==> config.mk <==
export PLATFORM = sky130hd
export DESIGN_NAME = lcd_timing_ctrl
export DESIGN_NICKNAME = d
export VERILOG_FILES = /design/src/rtl/video_types_pkg.sv /design/src/rtl/lcd_stat_irq.sv /design/src/rtl/lcd_timing_ctrl.sv
export SDC_FILE = /design/constraint.sdc
export NUM_CORES = 1
export LEC_CHECK = 0
export CORE_MARGIN = 4
export CORE_UTILIZATION = 37
export CTS_CLUSTER_DIAMETER = 80
export DETAILED_ROUTE_END_ITERATION = 7
export GPL_ROUTABILITY_DRIVEN = 1
export PLACE_DENSITY = 0.62
export SKIP_LAST_GASP = 1
export SLEW_MARGIN = 20
export SYNTH_ARGS = -nofsm -noshare
export SYNTH_HDL_FRONTEND = slang
export SYNTH_SLANG_ARGS = --single-unit
==> constraint.sdc <==
create_clock -name clk -period 2.85 [get_ports clk]
set_input_delay 0.4275 -clock clk [delete_from_list [all_inputs] [get_ports clk]]
set_output_delay 0.4275 -clock clk [all_outputs]
set_load 0.02 [all_outputs]
==> src/rtl/video_types_pkg.sv <==
// -----------------------------------------------------------------------------
// video_types
//   Shared types and constants for the graphics block.
//   - lcd_mode_t      : STAT mode encoding (0 HBlank, 1 VBlank, 2 OAM, 3 XFER)
//   - LCD_* timing    : default dot/line timing of the LCD sequencer
//   - STAT_IE_*       : bit positions inside the STAT interrupt-enable field
//   - lcd_mode_legal  : true when from_mode -> to_mode is a legal sequencer step
// -----------------------------------------------------------------------------
package video_types;

  typedef enum logic [1:0] {
    LCD_HBLANK = 2'd0,
    LCD_VBLANK = 2'd1,
    LCD_OAM    = 2'd2,
    LCD_XFER   = 2'd3
  } lcd_mode_t;

  localparam int LCD_DOTS_PER_LINE = 456;
  localparam int LCD_OAM_DOTS      = 80;
  localparam int LCD_XFER_DOTS     = 172;
  localparam int LCD_VISIBLE_LINES = 144;
  localparam int LCD_TOTAL_LINES   = 154;

  localparam int STAT_IE_HBLANK = 0;
  localparam int STAT_IE_VBLANK = 1;
  localparam int STAT_IE_OAM    = 2;
  localparam int STAT_IE_LYC    = 3;

  // Only the natural scan order is legal: OAM -> XFER -> HBlank -> OAM/VBlank,
  // and VBlank -> OAM when the frame wraps.
  function automatic logic lcd_mode_legal(input lcd_mode_t from_mode,
                                          input lcd_mode_t to_mode);
    logic ok;
    ok = 1'b0;
    case (from_mode)
      LCD_OAM:    ok = (to_mode == LCD_XFER);
      LCD_XFER:   ok = (to_mode == LCD_HBLANK);
      LCD_HBLANK: ok = (to_mode == LCD_OAM) || (to_mode == LCD_VBLANK);
      LCD_VBLANK: ok = (to_mode == LCD_OAM);
      default:    ok = 1'b0;
    endcase
    return ok;
  endfunction

endpackage

==> src/rtl/lcd_stat_irq.sv <==
// -----------------------------------------------------------------------------
// lcd_stat_irq
//   Combines the four STAT sources with their enables into one STAT line,
//   registers it, and emits a single-cycle request on each 0->1 edge.
//   The inputs are the *next* mode/coincidence values of the sequencer, so the
//   registered STAT line and the request line up with the registered mode.
// Ports:
//   clk, reset         : clock, asynchronous active-low reset
//   clear              : synchronous clear of STAT line history and request
//   mode_next          : mode the sequencer will show after this edge
//   coincidence_next   : LY==LYC value the sequencer will show after this edge
//   stat_ie[3:0]       : source enables (HBlank, VBlank, OAM, LYC)
//   stat_irq           : 1-cycle interrupt request
// -----------------------------------------------------------------------------
module lcd_stat_irq
  import video_types::*;
(
  input  logic       clk,
  input  logic       reset,
  input  logic       clear,
  input  logic [1:0] mode_next,
  input  logic       coincidence_next,
  input  logic [3:0] stat_ie,
  output logic       stat_irq
);

  logic [3:0] src;
  logic [3:0] gated;
  logic       stat_line_next;
  logic       stat_line_reg;
  logic       stat_irq_reg;

  assign src[STAT_IE_HBLANK] = (mode_next == LCD_HBLANK);
  assign src[STAT_IE_VBLANK] = (mode_next == LCD_VBLANK);
  assign src[STAT_IE_OAM]    = (mode_next == LCD_OAM);
  assign src[STAT_IE_LYC]    = coincidence_next;

  genvar gi;
  for (gi = 0; gi < 4; gi++) begin : g_gate
    assign gated[gi] = src[gi] & stat_ie[gi];
  end

  assign stat_line_next = |gated;

  // Back-to-back sources keep the line high, so they merge into one request.
  always_ff @(posedge clk or negedge reset) begin
    if (!reset) begin
      stat_line_reg <= 1'b0;
      stat_irq_reg  <= 1'b0;
    end else if (clear) begin
      stat_line_reg <= 1'b0;
      stat_irq_reg  <= 1'b0;
    end else begin
      stat_line_reg <= stat_line_next;
      stat_irq_reg  <= stat_line_next & ~stat_line_reg;
    end
  end

  assign stat_irq = stat_irq_reg;

endmodule

==> src/rtl/lcd_timing_ctrl.sv <==
// -----------------------------------------------------------------------------
// lcd_timing_ctrl
//   Dot-level LCD sequencer: dot and line counters, STAT mode, LY==LYC flag,
//   per-line drawline strobe, VBlank/STAT requests and CPU VRAM/OAM gating.
// Ports:
//   clk, reset     : clock, asynchronous active-low reset
//   lcd_enable     : LCDC.LCDEnable; low holds the sequencer at line 0, HBlank
//   lyc[7:0]       : LY compare value
//   stat_ie[3:0]   : STAT source enables (HBlank, VBlank, OAM, LYC)
//   mode[1:0]      : current mode (0 HBlank, 1 VBlank, 2 OAM, 3 XFER)
//   ly[7:0]        : current line
//   coincidence    : registered ly == lyc
//   drawline       : 1-cycle strobe on the first XFER cycle of visible lines
//   vblank_irq     : 1-cycle request on the first cycle of VBlank
//   stat_irq       : 1-cycle request on a rising STAT line
//   frame_done     : high throughout VBlank
//   cpu_vram_ok    : low during XFER
//   cpu_oam_ok     : low during OAM and XFER
// -----------------------------------------------------------------------------
module lcd_timing_ctrl
  import video_types::*;
#(
  parameter int DOTS_PER_LINE = LCD_DOTS_PER_LINE,
  parameter int OAM_DOTS      = LCD_OAM_DOTS,
  parameter int XFER_DOTS     = LCD_XFER_DOTS,
  parameter int VISIBLE_LINES = LCD_VISIBLE_LINES,
  parameter int TOTAL_LINES   = LCD_TOTAL_LINES
) (
  input  logic       clk,
  input  logic       reset,
  input  logic       lcd_enable,
  input  logic [7:0] lyc,
  input  logic [3:0] stat_ie,
  output logic [1:0] mode,
  output logic [7:0] ly,
  output logic       coincidence,
  output logic       drawline,
  output logic       vblank_irq,
  output logic       stat_irq,
  output logic       frame_done,
  output logic       cpu_vram_ok,
  output logic       cpu_oam_ok
);

  if (OAM_DOTS + XFER_DOTS >= DOTS_PER_LINE) begin : g_bad_line_timing
    $error("lcd_timing_ctrl: OAM_DOTS + XFER_DOTS must be below DOTS_PER_LINE");
  end
  if (DOTS_PER_LINE > 512 || TOTAL_LINES > 256 || VISIBLE_LINES >= TOTAL_LINES) begin : g_bad_frame_timing
    $error("lcd_timing_ctrl: timing does not fit the 9-bit dot / 8-bit line counters");
  end

  localparam logic [8:0] DOT_LAST  = 9'(DOTS_PER_LINE - 1);
  localparam logic [8:0] OAM_END   = 9'(OAM_DOTS);
  localparam logic [8:0] XFER_END  = 9'(OAM_DOTS + XFER_DOTS);
  localparam logic [7:0] LINE_LAST = 8'(TOTAL_LINES - 1);
  localparam logic [7:0] VIS_LINES = 8'(VISIBLE_LINES);

  // The counters hold the position being decoded at the next edge; every
  // output register is loaded from that position, so outputs show the
  // position the counter held one edge earlier.
  logic [8:0] dot_cnt_reg, dot_cnt_next;
  logic [7:0] line_cnt_reg, line_cnt_next;
  lcd_mode_t  mode_reg, mode_next;
  logic [7:0] ly_reg, ly_next;
  logic       coincidence_reg, coincidence_next;
  logic       drawline_reg, drawline_next;
  logic       vblank_irq_reg, vblank_irq_next;
  logic       frame_done_reg;
  logic       cpu_vram_ok_reg;
  logic       cpu_oam_ok_reg;
  logic       stat_clear;

  always_comb begin
    dot_cnt_next  = dot_cnt_reg + 9'd1;
    line_cnt_next = line_cnt_reg;
    if (!lcd_enable) begin
      // Disabling discards any partially counted line.
      dot_cnt_next  = 9'd0;
      line_cnt_next = 8'd0;
    end else if (dot_cnt_reg == DOT_LAST) begin
      dot_cnt_next  = 9'd0;
      line_cnt_next = (line_cnt_reg == LINE_LAST) ? 8'd0 : line_cnt_reg + 8'd1;
    end
  end

  always_comb begin
    mode_next = LCD_HBLANK;
    if (lcd_enable) begin
      if (line_cnt_reg >= VIS_LINES)  mode_next = LCD_VBLANK;
      else if (dot_cnt_reg < OAM_END)  mode_next = LCD_OAM;
      else if (dot_cnt_reg < XFER_END) mode_next = LCD_XFER;
      else                             mode_next = LCD_HBLANK;
    end
  end

  // While disabled LY reads 0 and the compare keeps running against it.
  assign ly_next          = lcd_enable ? line_cnt_reg : 8'd0;
  assign coincidence_next = (ly_next == lyc);
  assign drawline_next    = lcd_enable && (line_cnt_reg < VIS_LINES) && (dot_cnt_reg == OAM_END);
  assign vblank_irq_next  = lcd_enable && (line_cnt_reg == VIS_LINES) && (dot_cnt_reg == 9'd0);

  always_ff @(posedge clk or negedge reset) begin
    if (!reset) begin
      dot_cnt_reg     <= 9'd0;
      line_cnt_reg    <= 8'd0;
      mode_reg        <= LCD_HBLANK;
      ly_reg          <= 8'd0;
      coincidence_reg <= 1'b0;
      drawline_reg    <= 1'b0;
      vblank_irq_reg  <= 1'b0;
      frame_done_reg  <= 1'b0;
      cpu_vram_ok_reg <= 1'b1;
      cpu_oam_ok_reg  <= 1'b1;
    end else begin
      dot_cnt_reg     <= dot_cnt_next;
      line_cnt_reg    <= line_cnt_next;
      mode_reg        <= mode_next;
      ly_reg          <= ly_next;
      coincidence_reg <= coincidence_next;
      drawline_reg    <= drawline_next;
      vblank_irq_reg  <= vblank_irq_next;
      frame_done_reg  <= (mode_next == LCD_VBLANK);
      cpu_vram_ok_reg <= (mode_next != LCD_XFER);
      cpu_oam_ok_reg  <= (mode_next != LCD_XFER) && (mode_next != LCD_OAM);
    end
  end

  // Forced HBlank on disable is not a scan step, so only enabled steps are checked.
  always_ff @(posedge clk) begin
    if (reset && lcd_enable && (mode_next != mode_reg)) begin
      assert (lcd_mode_legal(mode_reg, mode_next));
    end
  end

  assign stat_clear = !lcd_enable;

  lcd_stat_irq u_stat_irq (
    .clk              (clk),
    .reset            (reset),
    .clear            (stat_clear),
    .mode_next        (mode_next),
    .coincidence_next (coincidence_next),
    .stat_ie          (stat_ie),
    .stat_irq         (stat_irq)
  );

  assign mode        = mode_reg;
  assign ly          = ly_reg;
  assign coincidence = coincidence_reg;
  assign drawline    = drawline_reg;
  assign vblank_irq  = vblank_irq_reg;
  assign frame_done  = frame_done_reg;
  assign cpu_vram_ok = cpu_vram_ok_reg;
  assign cpu_oam_ok  = cpu_oam_ok_reg;

endmodule

# ---- After elaboration in Yosys (flattened, before gate mapping)
# Cells that the tools add are included.
dict set report op_classes {
  bitwise_logic 6
  n_mux 12
  n_reduce_logical 8
  magnitude_cmp 4
  n_addsub 2
  eq_ne 10
}
# cell n
set ops {}
lappend ops {{$mux 8} 4}
lappend ops {{$mux 9} 2}
lappend ops {{$eq 8x8->1 const B} 2}
lappend ops {{$add 9x1->9 const B} 1}
lappend ops {{$eq 9x7->1 const B} 1}
lappend ops {{$eq 9x9->1 const B} 1}
lappend ops {{$logic_not 9->1} 1}
lappend ops {{$lt 9x7->1 const B} 1}
lappend ops {{$lt 9x8->1 const B} 1}
lappend ops {{$add 8x1->8 const B} 1}
lappend ops {{$eq 8x8->1} 1}
lappend ops {{$ge 8x8->1 const B} 1}
lappend ops {{$lt 8x8->1 const B} 1}
lappend ops {{$mux 2} 4}
lappend ops {{$and 1x1->1} 5}
lappend ops {{$logic_and 1x1->1} 5}
lappend ops {{$ne 2x2->1 const B} 2}
lappend ops {{$reduce_or 4->1} 1}
lappend ops {{$eq 2x1->1 const B} 1}
lappend ops {{$eq 2x2->1 const B} 1}
lappend ops {{$logic_not 2->1} 1}
lappend ops {{$mux 1} 2}
lappend ops {{$ne 2x1->1 const B} 1}
lappend ops {{$not 1->1} 1}
dict set report word_totals {
  register_bits 35
}

# ---- Logic depth before layout (Yosys ltp)
# Gate-level depths: netlist of run 1.
dict set report logic_depth {
  word_depth 10
  mapped_depth 6
  mapped_depth_nobuf 6
}

# ---- Hierarchy
# From an unflattened synthesis of run 1, not the netlist that was laid out.
dict set report hier_totals {
  cells_unflattened 162
  area_unflattened_um2 1705.4
}
# module instances area_per_inst_um2 seq_area_each_um2 cells_per_inst
set modules_own_cells {}
lappend modules_own_cells {lcd_timing_ctrl 1 1602.8 828.3 154}
lappend modules_own_cells {lcd_stat_irq 1 102.6 50.0 8}

# ---- Worst setup path after synthesis of run 1
# OpenSTA, ideal clock, no wires.
dict set report synth_path {
  kind {flip-flop to flip-flop}
  from {reg line_cnt_reg[5]}
  to {reg line_cnt_reg[2]}
  slack_ns 1.187
  arrival_ns 1.542
  period_less_slack_ns 1.663
  stages_incl_launch_ff 6
  cell_sequence {dfrtp_1 buf_6 or2_4 o41a_1 and2_4 a22o_1}
}
dict set report synth_via {
  elab_chain_cells 4
}
# element line
set synth_rtl {}
lappend synth_rtl {{start, declared} lcd_timing_ctrl.sv:62} ;# logic [7:0] line_cnt_reg, line_cnt_next;
lappend synth_rtl {{start signal, assigned} lcd_timing_ctrl.sv:116} ;# line_cnt_reg <= line_cnt_next;
lappend synth_rtl {{$eq 8x8->1} lcd_timing_ctrl.sv:82} ;# line_cnt_next = (line_cnt_reg == LINE_LAST) ? 8'd0 : line_cnt_reg + 8'd1;
lappend synth_rtl {{$mux 8} lcd_timing_ctrl.sv:82}
lappend synth_rtl {{$mux 8} lcd_timing_ctrl.sv:80} ;# end else if (dot_cnt_reg == DOT_LAST) begin
lappend synth_rtl {{$mux 8} lcd_timing_ctrl.sv:76} ;# if (!lcd_enable) begin
# No other way between the ends. The select of a mux whose other input is x is not followed.
# A chain may end at the register's enable or synchronous reset.

# ---- Worst setup path in the final report of run 1
dict set report layout_path {
  from {reg dot_cnt_reg[0]}
  to {reg line_cnt_reg[5]}
}
dict set report layout_via {
  elab_chain_cells 2
}
# element line
set layout_rtl {}
lappend layout_rtl {{start, declared} lcd_timing_ctrl.sv:61} ;# logic [8:0] dot_cnt_reg, dot_cnt_next;
lappend layout_rtl {{start signal, assigned} lcd_timing_ctrl.sv:115} ;# dot_cnt_reg <= dot_cnt_next;
lappend layout_rtl {{$eq 9x9->1} lcd_timing_ctrl.sv:80}
lappend layout_rtl {{$ne 2x1->1 (no line)} --}
# No other way between the ends.

==> reports/results.tsv, run 1 <==
stage	metric	value	unit
run_status	status	finished, final reports clean	
cts	cts_tree	built	
floorplan	core	0.00479	mm2
cts	root_buffer	clkbuf_8	
sta	maxSlewViolCount	0	
global_route	grt_pass1_wl	6910	um
final_layout	largest_reg_flops	9	
sta	tns	0	ns
worst_setup_path	start_kind	flip-flop	
final_layout	drive_gt1_frac	0.105	
cts	clock-sinks	35	
synth	synth.distinct_cells	48	
route	drc	0	
route	viasPerCell	5.24	
synth	synth_area_leaders	dfrtp_1, nor2_1, ha_1, dfstp_2, xnor2_1	
cts	clk_pin_slew	0.07	ns
sta	max_freq	486	MHz
run	cap_viol_max_count	0	
synth	yosysWarnings	0	
power	vdd_drop_max	0.000208	V
global_route	antenna_found_initial	0	
floorplan	die_h	78.9	um
route	postRouteAntennaNets	0	
cts	cts_buffer_depth	2	
final_layout	area_growth	23.5	%
synth	synthTopCellsByCount	dfrtp_1, nor2_1, nand2_1, nand3_1, o21ai_0	
global_route	grt_start_max_net_pins	36	
cts	cts_buffers	5	
sta	fin_crit	2.06	ns
cts	cts_max_level	2	
synth	synth_top_cell_by_area	dfrtp_1	
global_route	grt_overflow	0	
placed_design	detailed_place_hpwl	2710	um
synth	avgSynthCellArea	9.85	um2
worst_setup_path	arrival	2.23	ns
worst_setup_path	criticalPathCategory	flip-flop to flip-flop	
sta	rsz0062_at_grt	no	
hold_path	hold_path_class	flip-flop to flip-flop	
power	leakage	0.953	nW
floorplan	row_count	25	
final_layout	diodes	0	
cts	insertion_delay	0.28	ns
sta	relSlewSlack	0.596	
sta	finalSetupViolCount	0	
sta	hold_viol_final	0	
synth	synth_seq_cells	35	
floorplan	die_w	78.9	um
global_route	grt_use_total	0.140	
sta	tightest_slew	0.601	ns
worst_setup_path	crit_path_end_kind	flip-flop	
synth	ys_async_sr_fraction	1.00	
route	vias	1498	
final_layout	postLayoutCoreUtil	0.480	
synth	synth_area	0.00186	mm2
cts	cts_resized	0	
synth	yosysMostFrequentCell	dfrtp_1	
sta	final.setup_skew	0.00520	ns
synth	syn-instance-count	189	
placed_design	gp_congestion	0.813	
synth	synth.top_cell.area_share	0.444	
power	p_per_area	409	mW/mm2
route	drtIter0Drc	89	
synth	ys_seq_area_frac	0.472	
worst_setup_path	worstPathMaxFanout	12	
final_layout	nNetsFinal	238	
synth	yosys_most_used_dff	dfrtp_1	
global_route	grt_pass1_vias	1511	
placed_design	io_buffers	31	
route	dr.pass1.iters	4	
floorplan	die_area	0.00623	mm2
sta	post-route-period-util	0.722	
worst_setup_path	critPathRequiredTime	3.03	ns
route	drt-total-wl	3990	um
synth	synth_nets	209	
synth	synth_edf_count	0	
cts	hold_buffers	0	
cts	post-cts-setup-buffers	0	
floorplan	num_io_pins	32	
route	wire_per_inst	13.9	um
floorplan	initial_utilization	0.389	
## logic make-up after synthesis
| logic type | share of synthesized area |
|---|---|
| buffers and inverters | 0.0504 |
| adder cells (fa/ha/maj) | 0.0336 |
| XOR/XNOR | 0.0565 |
| AO/OA/AOI/OAI | 0.154 |
| AND/OR/NAND/NOR | 0.234 |
| flip-flops | 0.472 |
## worst max-delay path, cell delays in order, from the launching register on
cell and delay, ns:
dfrtp_1 0.44, ha_1 0.29, nand2_1 0.12, o41ai_2 0.48, buf_4 0.27, o21ai_0 0.11
a22o_1 0.24
## final cells by class
cell class | count | area, um2
Inverter | 8 | 30.0
Timing Repair Buffer | 34 | 333
Clock buffer | 5 | 68.8
Fill cell | 458 | 2490
Multi-Input combinational cell | 134 | 890
Tap cell | 67 | 83.8
Clock inverter | 3 | 15.0
Sequential cell | 35 | 878
## where the power goes
| part | total [mW] | switching [mW] | internal, mW |
|---|---|---|---|
| registers | 0.509 | 0.00571 | 0.503 |
| clock network | 0.347 | 0.180 | 0.167 |
| logic | 0.0848 | 0.0448 | 0.0400 |
## per-layer routing
layer | up-vias | part of all wire | wire length, um | GRT usage
met5 | - | 0 | 0 | 0
met2 | 39 | 0.46 | 1820 | 0.221
met1 | 724 | 0.47 | 1870 | 0.182
met3 | 7 | 0.056 | 222 | 0.0317
li1 | 728 | - | - | -
met4 | 0 | 0.019 | 77 | 0.0636
## final timing paths
check                                         startpoint                   to  slack [ns]  depth (start not counted)
worst max register to register            dot_cnt_reg[0]      line_cnt_reg[5]        0.79                          6
worst min register to register  u_stat_irq.stat_line_reg  u_stat_irq.stat_irq        0.54                          2
worst min-delay path            u_stat_irq.stat_line_reg  u_stat_irq.stat_irq        0.54                          2
min in group asynchronous                          reset                ly[5]        0.55                          2
worst max-delay path                      dot_cnt_reg[0]      line_cnt_reg[5]        0.79                          6
max in group asynchronous                          reset          cpu_vram_ok        1.95                          2
## through the flow
| stage | cells | hold slack (ns) | total power [mW] | setup slack, ns | instance area (um2) |
|---|---|---|---|---|---|
| floorplan | 189 | 0.132 | 0.557 | 1.19 | 1860 |
| global placement | 278 | 0.526 | 0.604 | 0.726 | 2210 |
| detailed placement | 278 | 0.532 | 0.604 | 0.668 | 2210 |
| CTS | 286 | 0.538 | 0.957 | 0.783 | 2300 |
| global route | 286 | 0.553 | 0.988 | 0.662 | 2300 |
| finish | 286 | 0.535 | 0.941 | 0.793 | 2300 |
## placed cells by master (no fill, tap or decap), types with 2 or more instances in the layout
master | synthesis | final
or2_2 | 2 | 2
clkinv_2 | 0 | 3
nand3_1 | 9 | 9
a2bb2oi_1 | 3 | 3
buf_4 | 1 | 3
a31oi_1 | 4 | 4
nand4_1 | 7 | 7
dfstp_2 | 2 | 2
xnor2_1 | 6 | 6
and3_1 | 3 | 3
o211ai_1 | 2 | 2
inv_1 | 7 | 7
nand2_1 | 12 | 12
clkbuf_8 | 0 | 5
nand4b_1 | 4 | 4
clkdlybuf4s50_1 | 0 | 31
o41ai_2 | 2 | 2
nor2_1 | 25 | 25
a22o_1 | 5 | 5
ha_1 | 5 | 5
xor2_1 | 6 | 6
dfrtp_1 | 33 | 33
nor3_1 | 3 | 3
o21ai_0 | 9 | 9
and2_1 | 5 | 5
o32ai_1 | 2 | 2
Note: power is estimated with default switching activity, not from simulation.
==> run 2, diff against run 1 <==
- clock period: 2.85 -> 1.9 ns (I/O delays scaled with it)
==> run 2 against run 1 <==
Effect of this change:
- design area rose by 6.6%
- die area did not move
- worst hold slack got worse by 0.13 ns
- sequential power rose by 49%
- flip-flop and latch count did not move
- count of clock-buffer cells in the layout rose by 1
- final cell count rose by 7.0%
- combinational power rose by 75%
- via count rose by 4.5%
- register-to-register slack got worse by 0.64 ns
- largest power group unchanged
- highest routed layer unchanged
==> reports/results.tsv, run 2 (synthesis results as in run 1) <==
stage	metric	value	unit
floorplan	die_h	78.9	um
floorplan	core	0.00479	mm2
route	viasPerCell	5.11	
cts	cts_buffer_depth	2	
floorplan	die_area	0.00623	mm2
cts	cts_buffers	5	
placed_design	gp_congestion	0.824	
sta	finalSetupViolCount	0	
run_status	status	finished, final reports clean	
final_layout	area_growth	31.6	%
final_layout	layout_commonest_cell	dfrtp_1	
route	drc	0	
cts	cts_max_level	2	
power	vdd_drop_max	0.000270	V
sta	post-route-period-util	0.919	
floorplan	initial_utilization	0.389	
power	power	1.44	mW
sta	max_freq	573	MHz
global_route	grt_overflow	0	
run	cap_viol_max_count	0	
sta	rsz0062_at_grt	no	
placed_design	io_buffers	31	
cts	cts_tree	built	
worst_setup_path	arrival	1.92	ns
cts	insertion_delay	0.29	ns
worst_setup_path	criticalPathCategory	flip-flop to flip-flop	
worst_setup_path	worstRegToRegCells	4	
sta	fin_crit	1.75	ns
sta	tns	0	ns
sta	tightest_slew	0.474	ns
global_route	grt_pass1_vias	1531	
hold_path	hold_path_class	primary input to asynchronous set/reset pin	
placed_design	dp.cells	298	
worst_setup_path	r2r-end	line_cnt_reg[4]	
sta	hold_viol_final	0	
worst_setup_path	crit_path_end_kind	flip-flop	
placed_design	detailed_place_hpwl	2960	um
worst_setup_path	r2r_slack	0.15	ns
sta	final.setup_skew	0.00760	ns
global_route	antenna_found_initial	0	
final_layout	final_cells	306	
final_layout	diodes	0	
global_route	grt_use_total	0.150	
route	postRouteAntennaNets	0	
cts	clock-sinks	35	
worst_setup_path	worstPathMaxFanout	5	
route	wire_per_inst	13.7	um
route	drt-total-wl	4190	um
route	drtIter0Drc	97	
cts	root_buffer	clkbuf_8	
final_layout	largest_reg_flops	9	
sta	relSlewSlack	0.681	
global_route	grt_start_max_net_pins	36	
route	dr.pass1.iters	4	
cts	cts_resized	0	
final_layout	final_cell_mix	dfrtp_1, clkdlybuf4s50_1, nor2_1	
cts	post-cts-setup-buffers	0	
worst_setup_path	r2r_start	line_cnt_reg[6]	
final_layout	nNetsFinal	258	
floorplan	die_w	78.9	um
final_layout	drive_gt1_frac	0.176	
sta	maxSlewViolCount	0	
cts	clk_pin_slew	0.07	ns
power	leakage	1.05	nW
final_layout	postLayoutCoreUtil	0.512	
power	p_per_area	586	mW/mm2
global_route	grt_pass1_wl	7270	um
worst_setup_path	critPathRequiredTime	2.08	ns
sta	setup_slack	0.155	ns
worst_setup_path	start_kind	flip-flop	
floorplan	num_io_pins	32	
route	vias	1565	
floorplan	row_count	25	
cts	hold_buffers	0	
placed_design	dpl_worst_slack	-0.0643	ns
-- run 2: changes by cell type in the layout (fill, tap and decap cells not counted), sizes merged --
cell / change
buf: +20
clkinv: -2
clkbuf: +1
clkinvlp: +1
-- run 2: cell type report --
class	instances	area, um2
flip-flops and latches	35	878
inverters	8	30.0
multi-input cells	134	890
clock inverters	2	12.5
fillers	456	2340
repair buffers	54	483
clock buffers	6	72.6
well taps	67	83.8
-- run 2: layer usage --
layer / routed length, um / up-vias / share of wire / track usage
li1: - / 770 / - / -
met1: 2030 / 739 / 0.48 / 0.200
met2: 1830 / 47 / 0.44 / 0.228
met3: 234 / 9 / 0.056 / 0.0374
met4: 102 / 0 / 0.024 / 0.0722
met5: 0 / - / 0 / 0
-- run 2: worst max-delay path by stage --
stage                    startpoint                       end  slack (ns)  cells after the start
floorplan           line_cnt_reg[5]           line_cnt_reg[2]        0.24                      5
global placement             lyc[5]       u_stat_irq.stat_irq       -0.04                      5
detailed placement           lyc[5]  u_stat_irq.stat_line_reg       -0.06                      5
CTS                 line_cnt_reg[6]           line_cnt_reg[4]        0.16                      4
global route        line_cnt_reg[6]           line_cnt_reg[3]        0.05                      4
finish              line_cnt_reg[6]           line_cnt_reg[4]        0.15                      4
-- run 2: per-stage QoR --
step	cell area [um2]	hold slack [ns]
global placement	2360	0.536
CTS	2450	0.426
global route	2450	0.457
finish	2450	0.407
detailed placement	2360	0.523
floorplan	1860	-0.0106
-- run 2: worst max-delay path, stage by stage, from the launching register on --
cell     delay [ns]
dfrtp_1        0.42
or2_4          0.30
o41ai_2        0.51
o21ai_0        0.16
a22o_1         0.25
-- run 2: power breakdown --
part,internal (mW),switching (mW)
Combinational,0.0726,0.0756
Sequential,0.755,0.00349
Clock,0.256,0.273
Total,1.08,0.352
==> run 3, diff against run 2 <==
- CORE_UTILIZATION: 37 -> 45
- PLACE_DENSITY: 0.62 -> 0.73
==> run 3 against run 2 <==
Effect of this change:
- utilization is 9.1 points higher
- combinational power about the same
- register-to-register slack barely moved
- first-iteration DRC count down 3.1%
- critical path type unchanged
- maximum frequency grew 0.33%
- highest routed layer unchanged
- largest cell class unchanged
==> reports/results.tsv, run 3 (synthesis results as in run 1) <==
stage	metric	value	unit
run_status	status	finished, final reports clean	
power	p_per_area	591	mW/mm2
placed_design	io_buffers	31	
cts	hold_buffers	0	
final_layout	drive_gt1_frac	0.169	
worst_setup_path	cp_top_family	compound AO/OA/AOI/OAI gates	
cts	post-cts-setup-buffers	0	
worst_setup_path	r2r_slack	0.16	ns
cts	root_buffer	clkbuf_8	
worst_setup_path	worstRegToRegCells	5	
worst_setup_path	r2r_start	line_cnt_reg[6]	
worst_setup_path	path_cells	buf_4, o31ai_2, nand2_1, o221a_2, o32ai_1	
global_route	grt_use_total	0.177	
worst_setup_path	crit_path_end_kind	flip-flop	
placed_design	dp.cells	279	
sta	max_freq	575	MHz
floorplan	die_area	0.00523	mm2
final_layout	layout_commonest_cell	dfrtp_1	
sta	fin_crit	1.74	ns
power	vdd_drop_max	0.000301	V
cts	cts_tree	built	
worst_setup_path	slowest_stage	o31ai_2	
cts	insertion_delay	0.29	ns
final_layout	diodes	0	
sta	relSlewSlack	0.704	
sta	rsz0062_at_grt	no	
worst_setup_path	worstPathMaxFanout	6	
cts	clock-sinks	35	
cts	cts_max_level	2	
final_layout	final_cell_mix	dfrtp_1, clkdlybuf4s50_1, nor2_1	
worst_setup_path	criticalPathCategory	flip-flop to flip-flop	
run	cap_viol_max_count	0	
sta	final.setup_skew	0.00628	ns
worst_setup_path	critPathRequiredTime	2.08	ns
route	drtIter0Drc	94	
route	viasPerCell	5.48	
final_layout	final_cells	287	
sta	hold_ws	0.404	ns
placed_design	gp_congestion	0.821	
route	vias	1574	
route	postRouteAntennaNets	0	
sta	post-route-period-util	0.916	
final_layout	multi_input_area	890	um2
route	wire_per_inst	14.5	um
global_route	grt_pass1_vias	1505	
global_route	grt_start_max_net_pins	36	
sta	finalSetupViolCount	0	
global_route	antenna_found_initial	0	
final_layout	fillers	358	
worst_setup_path	arrival	1.92	ns
floorplan	initial_utilization	0.465	
route	drt-total-wl	4170	um
worst_setup_path	crit_buf_inv	1	
route	dr.pass1.iters	4	
global_route	grt_overflow	0	
final_layout	nNetsFinal	256	
cts	cts_buffers	5	
sta	hold_viol_final	0	
floorplan	num_io_pins	32	
sta	tightest_slew	0.441	ns
floorplan	core	0.00400	mm2
cts	cts_resized	0	
final_layout	largest_reg_flops	9	
hold_path	hold_path_class	primary input to asynchronous set/reset pin	
placed_design	detailed_place_hpwl	3040	um
final_layout	postLayoutCoreUtil	0.603	
floorplan	die_w	72.3	um
cts	cts_buffer_depth	2	
worst_setup_path	start_kind	flip-flop	
final_layout	seqCellArea	878	um2
worst_setup_path	r2r-end	u_stat_irq.stat_line_reg	
worst_setup_path	path_depth	5	
route	drc	0	
global_route	grt_pass1_wl	7130	um
power	leakage	1.04	nW
floorplan	row_count	23	
floorplan	die_h	72.3	um
sta	maxSlewViolCount	0	
worst_setup_path	cpPeakStageDelay	0.44	ns
final_layout	area_growth	29.6	%
cts	clk_pin_slew	0.07	ns
==> run 3: layout make-up <==
class	count	area share
repair buffers	52	0.194
clock buffers	6	0.0301
well taps	50	0.0259
clock inverters	2	0.00518
multi-input cells	134	0.369
inverters	8	0.0124
flip-flops and latches	35	0.364
==> run 3: power breakdown <==
| part | internal (mW) | switching [mW] | leakage [nW] |
|---|---|---|---|
| sequential | 0.755 | 0.00401 | 0.476 |
| clock | 0.256 | 0.267 | 0.0412 |
| combinational | 0.0712 | 0.0747 | 0.524 |
| total | 1.08 | 0.346 | 1.04 |
==> run 3: metal layers <==
metal	GRT usage	routed length, um	vias to the layer above
met1	0.243	1990	766
met3	0.0443	213	4
met5	0	0	-
met2	0.264	1890	38
met4	0.0752	70	0
li1	-	-	766
==> run 3: how the worst max path moves through the flow <==
| stage | from | endpoint | slack (ns) |
|---|---|---|---|
| 2_1_floorplan | line_cnt_reg[5] | line_cnt_reg[2] | 0.24 |
| 3_3_place_gp | lyc[5] | u_stat_irq.stat_line_reg | -0.07 |
| 3_5_place_dp | lyc[5] | u_stat_irq.stat_line_reg | -0.12 |
| 4_1_cts | line_cnt_reg[6] | u_stat_irq.stat_line_reg | 0.13 |
| 5_1_grt | line_cnt_reg[6] | u_stat_irq.stat_line_reg | 0.02 |
| 6_report | line_cnt_reg[6] | u_stat_irq.stat_line_reg | 0.16 |
==> run 3: worst register-to-register path: stages, from the launching register on <==
cell     delay, ns
dfrtp_1       0.42
buf_4         0.17
o31ai_2       0.44
nand2_1       0.15
o221a_2       0.34
o32ai_1       0.13
==> run 3: through the flow <==
| stage | setup WS (ns) | TNS, ns | instance area [um2] | power (mW) |
|---|---|---|---|---|
| after floorplan | 0.237 | 0 | 1860 | 0.835 |
| after global placement | -0.0721 | -0.140 | 2330 | 0.919 |
| after detailed placement | -0.122 | -0.235 | 2330 | 0.920 |
| after CTS | 0.131 | 0 | 2410 | 1.45 |
| after global routing | 0.0206 | 0 | 2410 | 1.49 |
| final | 0.160 | 0 | 2410 | 1.43 |
